### config.mk
export PLATFORM = sky130hd
export DESIGN_NAME = nibble_serial_subtractor
export DESIGN_NICKNAME = d
export VERILOG_FILES = /design/src/rtl/nibble_serial_subtractor.sv
export SDC_FILE = /design/constraint.sdc
export NUM_CORES = 1
export LEC_CHECK = 0
export ABC_AREA = 1
export BUFFER_PORTS_ARGS = -buffer_cell sky130_fd_sc_hd__buf_2
export CAP_MARGIN = 20
export CORE_ASPECT_RATIO = 1.2
export CORE_MARGIN = 3
export CORE_UTILIZATION = 25
export CTS_BUF_LIST = sky130_fd_sc_hd__clkbuf_16
export DETAILED_ROUTE_END_ITERATION = 10
export PLACE_DENSITY_LB_ADDON = 0.25
export SYNTH_ARGS = -nofsm -noshare
export SYNTH_HDL_FRONTEND = slang
export SYNTH_SLANG_ARGS = --single-unit
export TNS_END_PERCENT = 100
### constraint.sdc
create_clock -name clk -period 3.8 [get_ports clk]
set_clock_uncertainty 0.05 [all_clocks]
set_input_delay 0.19 -clock clk [delete_from_list [all_inputs] [get_ports clk]]
set_output_delay 0.19 -clock clk [all_outputs]
set_load 0.02 [all_outputs]
### src/rtl/nibble_serial_subtractor.sv
// Serial WIDTH-bit subtractor: diff = a - b - bin, one 4-bit CLA slice per clock (a + ~b, carry = ~borrow).
// Latency: out_valid rises N=WIDTH/4 edges after accept; in_ready only in IDLE, result held until out_ready.
module nibble_serial_subtractor #(
    parameter int WIDTH = 16
) (
    input  logic             clk,
    input  logic             rst_n,
    input  logic             in_valid,
    output logic             in_ready,
    input  logic [WIDTH-1:0] a,
    input  logic [WIDTH-1:0] b,
    input  logic             bin,
    output logic             out_valid,
    input  logic             out_ready,
    output logic [WIDTH-1:0] diff,
    output logic             borrow_out,
    output logic             zero,
    output logic             ovf
);

    localparam int N  = WIDTH / 4;
    localparam int IW = (N > 1) ? $clog2(N) : 1;

    generate
        if ((WIDTH % 4) != 0 || WIDTH < 4) begin : g_bad_width
            $error("nibble_serial_subtractor: WIDTH must be a multiple of 4 and >= 4");
        end
    endgenerate

    typedef enum logic [1:0] {IDLE, BUSY, DONE} state_t;

    state_t           state_q, state_d;
    logic [WIDTH-1:0] a_q, a_d;
    logic [WIDTH-1:0] nb_q, nb_d;
    logic             carry_q, carry_d;
    logic [IW-1:0]    idx_q, idx_d;
    logic [WIDTH-1:0] diff_q, diff_d;
    logic             borrow_q, borrow_d;
    logic             zero_q, zero_d;
    logic             ovf_q, ovf_d;

    logic [3:0] sa, sb, p, g, sum;
    logic       c1, c2, c3, c4;

    // Carry-lookahead slice on the currently selected nibble
    always_comb begin
        sa  = a_q[{idx_q, 2'b00} +: 4];
        sb  = nb_q[{idx_q, 2'b00} +: 4];
        p   = sa ^ sb;
        g   = sa & sb;
        c1  = g[0] | (p[0] & carry_q);
        c2  = g[1] | (p[1] & g[0]) | (p[1] & p[0] & carry_q);
        c3  = g[2] | (p[2] & g[1]) | (p[2] & p[1] & g[0]) | (p[2] & p[1] & p[0] & carry_q);
        c4  = g[3] | (p[3] & g[2]) | (p[3] & p[2] & g[1]) | (p[3] & p[2] & p[1] & g[0])
            | (&p & carry_q);
        sum = p ^ {c3, c2, c1, carry_q};
    end

    always_comb begin
        state_d  = state_q;
        a_d      = a_q;
        nb_d     = nb_q;
        carry_d  = carry_q;
        idx_d    = idx_q;
        diff_d   = diff_q;
        borrow_d = borrow_q;
        zero_d   = zero_q;
        ovf_d    = ovf_q;
        case (state_q)
            IDLE: begin
                if (in_valid) begin
                    a_d     = a;
                    nb_d    = ~b;
                    carry_d = ~bin;
                    idx_d   = '0;
                    state_d = BUSY;
                end
            end
            BUSY: begin
                diff_d[{idx_q, 2'b00} +: 4] = sum;
                carry_d = c4;
                idx_d   = idx_q + IW'(1);
                if (idx_q == IW'(N - 1)) begin
                    state_d  = DONE;
                    borrow_d = ~c4;
                    zero_d   = ~|diff_d;
                    // nb_q holds ~b, so its MSB is inverted back to recover b's sign
                    ovf_d    = (a_q[WIDTH-1] ^ ~nb_q[WIDTH-1]) & (a_q[WIDTH-1] ^ diff_d[WIDTH-1]);
                end
            end
            DONE: begin
                if (out_ready) state_d = IDLE;
            end
            default: state_d = IDLE;
        endcase
    end

    always_ff @(posedge clk or negedge rst_n) begin
        if (!rst_n) begin
            state_q  <= IDLE;
            a_q      <= '0;
            nb_q     <= '0;
            carry_q  <= 1'b0;
            idx_q    <= '0;
            diff_q   <= '0;
            borrow_q <= 1'b0;
            zero_q   <= 1'b0;
            ovf_q    <= 1'b0;
        end else begin
            state_q  <= state_d;
            a_q      <= a_d;
            nb_q     <= nb_d;
            carry_q  <= carry_d;
            idx_q    <= idx_d;
            diff_q   <= diff_d;
            borrow_q <= borrow_d;
            zero_q   <= zero_d;
            ovf_q    <= ovf_d;
        end
    end

    assign in_ready   = (state_q == IDLE);
    assign out_valid  = (state_q == DONE);
    assign diff       = diff_q;
    assign borrow_out = borrow_q;
    assign zero       = zero_q;
    assign ovf        = ovf_q;

endmodule

==> out/qor.txt <==
Status - finished clean
Crit-path most repeated cell - nand2_1
XOR/XNOR Fraction of Synth Area - 0%
Critical R2R Launch - idx_q[1]$_DFFE_PN0P_
Layout cells sized above 1 - 24.5%
Unrepaired setup endpoints after global routing - false
Delay-heaviest family, CP - simple AND/OR/NAND/NOR gates
Core area - 11200 µm²
CP max stage cell - dfrtp_1
Fin nets - 448
Die Y - 124 µm
Critical path required time - 3.98 ns
Mux cell area share after synthesis - 6.21%
Initial core utilization - 25.9%
Worst path bufs/invs - 1
Leak - 1.74 nW
Async S/R FF share, synth - 100%
DRT iter0 DRCs - 111
Netlist Area Pre-Place - 2900 µm²
Via count - 2422
Synth cell count leaders - nand2_1 (91), dfrtp_1 (56), o21ai_0 (45)
Total GRT Usage - 11.8%
Vias in the first global route - 2468
Grt total ovfl - 0
Ys Warns - 0
Sequential share of the synthesized area - 48.3%
Ranking of synthesized cells by area - dfrtp_1 (48%), nand2_1 (12%), o21ai_0 (7.8%), mux2_2 (6.2%), nor2_1 (4.8%)
Post-Syn Nets - 393
Hold Crit Class - in2reg
Yosys cell types - 27
Setup TNS - 0 ns
Worst path arrival time - 2.97 ns
DRC Markers - 0
Crit share post-route - 73.3%
Cells on Worst Hold Path - 2
Kind of critical path - reg2reg
Layout fillers - 1196
Min Tclk post-route - 2.79 ns
Overall Power - 3.47 mW
Clk Latency, worst-skew pair - 0.29 ns
FF-to-FF setup slack - 1.01 ns
Reg2Reg Capture Point - zero$_DFFE_PN0P_
Setup crit end kind - register
DIE WIDTH - 104 µm
Yosys reg bits - 56
Final WL - 7.24 mm
Fin. Hold Viols - 0
Peak supply drop - 0.000404 V
Resized cells post-CTS - 0
Synth Flop Type - dfrtp_1
Worst Hold Endpoint - nb_q[3]$_DFFE_PN0P_
Max-slew headroom - 37.5%
Pwr/cell area - 987 nW/µm²
Post-Place Setup Slack - 0.999 ns
Worst slew pin tran - 0.934 ns
Adder-cell share of the synthesized area - 5.43%
Area leader, netlist - dfrtp_1
Global-route wire length before repair - 12.2 mm
Synth Area in Compound Gates - 12.0%
Ports - 58
Post-Syn Area per Cell - 8.44 µm²
Antenna diodes - 0
Combinational family with the most area after synthesis - simple AND/OR/NAND/NOR gates
Die area - 12900 µm²
Vias per cell - 4.37
Clk buf depth - 2
Worst Slack Setup Final - 1.01 ns
Mapped Cells - 344
Hold Buf Count CTS - 1
Row count - 42
Max Freq - 359 MHz
Share of the synthesized area in the top cell type - 48.3%
Drt first pass iters - 4
Worst-path cell chain - clkinv_1, o21ai_0, o22ai_1, fa_1, nand2_1, nand2_1, nand2_1, nor2_1, nor2_2, nand2_1, nor2_1, nand3_1, nor2_1, nand3_1, nand2_1
Endpoints failing setup - 0
H-tree depth - 2
PortBufs - 57
Total number of clock tree sinks - 56
EDFF count, synth - 0
HP Start - b[3]
Post-synthesis simple-gate area fraction - 22.8%
Post-CTS Setup Inserts - 0
Initial antenna violation count - 0
Clk root buf - clkbuf_16
Max-Cap Viols - 0
Gpl congestion - 0.796
Detailed-route wire length per cell - 13.1 µm
TritonCTS clock tree - done
CTS clock-pin slew for the worst setup and hold paths - 0.07 ns
Final Max Slew Viols - 0
Crit Path Max Fanout - 12
DRT antenna net count - 0
FF-to-FF path depth - 15
Most common cell in the netlist - nand2_1
Crit start category - register
Inserted Clock Buffers - 5
Largest net degree at the start of global routing - 53
Crit-path max cell delay - 0.59 ns
P&R area growth vs syn - 21.2%
Detail Placement HPWL - 5.57 mm
[flip-flops by register name (all words and copies together), names as in the netlist]
signal      count
nb_q           16
borrow_out      1
diff           16
carry_q         1
state_q         2
ovf             1
idx_q           2
zero            1
a_q            16
[through the flow]
stage,utilization (%),hold WS [ns],std cells,area [µm²]
3_5_place_dp,29.8,0.177,545,3340
4_1_cts,31.4,0.0216,554,3520
2_1_floorplan,-,-0.156,344,2900
6_report,31.4,0.0315,554,3520
5_1_grt,31.4,0.0308,554,3520
3_3_place_gp,29.8,0.175,545,3340
[report_power, final]
part / leakage [nW] / switching [mW] / internal [mW]
Combinational: 0.970 / 1.20 / 0.678
Clock: 0.0798 / 0.214 / 0.310
Sequential: 0.694 / 0.198 / 0.870
Total: 1.74 / 1.62 / 1.86
[cell type report]
class,count,area [µm²],share of cell area [%]
well taps,154,193,5.48
clock buffers,5,125,3.56
inverters,26,97.6,2.77
repair buffers,60,310,8.82
multi-input cells,250,1350,38.3
flip-flops and latches,56,1400,39.8
clock inverters,3,42.5,1.21
[layout by cell type, fill, tap and decap left out, types with 3 or more instances in the layout]
master     synthesis  final
o22ai_1            9      9
clkinv_1           3      3
o21ai_0           45     45
dfrtp_1           56     56
nor2_1            37     37
buf_2              5     57
a31oi_1            6      6
inv_1             21     21
nand4_1            5      5
nand3_1           10     10
mux2_2            16     16
clkbuf_16          0      5
nand2_2            8      8
ha_1              11     11
nand2_1           91     91
[how the worst max path moves through the flow]
stage	from	to	slack [ns]	depth (start not counted)
2_1_floorplan	idx_q[0]$_DFFE_PN0P_	zero$_DFFE_PN0P_	1.21	15
3_3_place_gp	idx_q[1]$_DFFE_PN0P_	zero$_DFFE_PN0P_	1.06	16
3_5_place_dp	idx_q[1]$_DFFE_PN0P_	zero$_DFFE_PN0P_	1.0	16
4_1_cts	idx_q[1]$_DFFE_PN0P_	zero$_DFFE_PN0P_	0.96	15
5_1_grt	idx_q[1]$_DFFE_PN0P_	zero$_DFFE_PN0P_	0.69	16
6_report	idx_q[1]$_DFFE_PN0P_	zero$_DFFE_PN0P_	1.01	15
[metal layers]
| metal | vias up | track usage [%] | share of wire [%] |
|---|---|---|---|
| li1 | 1245 | - | - |
| met3 | 7 | 2.49 | 3.6 |
| met1 | 1120 | 14.6 | 45 |
| met2 | 50 | 20.7 | 50 |
| met4 | 0 | 3.66 | 1.5 |
| met5 | - | 0 | 0 |
[worst reg2reg max path, stage by stage, from the launching register on]
cell	delay, ns
dfrtp_1	0.59
clkinv_1	0.41
o21ai_0	0.18
o22ai_1	0.15
fa_1	0.43
nand2_1	0.08
nand2_1	0.08
nand2_1	0.10
nor2_1	0.06
nor2_2	0.13
nand2_1	0.07
nor2_1	0.10
nand3_1	0.07
nor2_1	0.09
nand3_1	0.08
nand2_1	0.06
[cells by family after synthesis]
group,Yosys count
adder cells (fa/ha/maj),12
flip-flops,56
multiplexers,16
buffers and inverters,38
AO/OA/AOI/OAI,65
AND/OR/NAND/NOR,157
No activity file was read; power rests on OpenSTA's default activity.
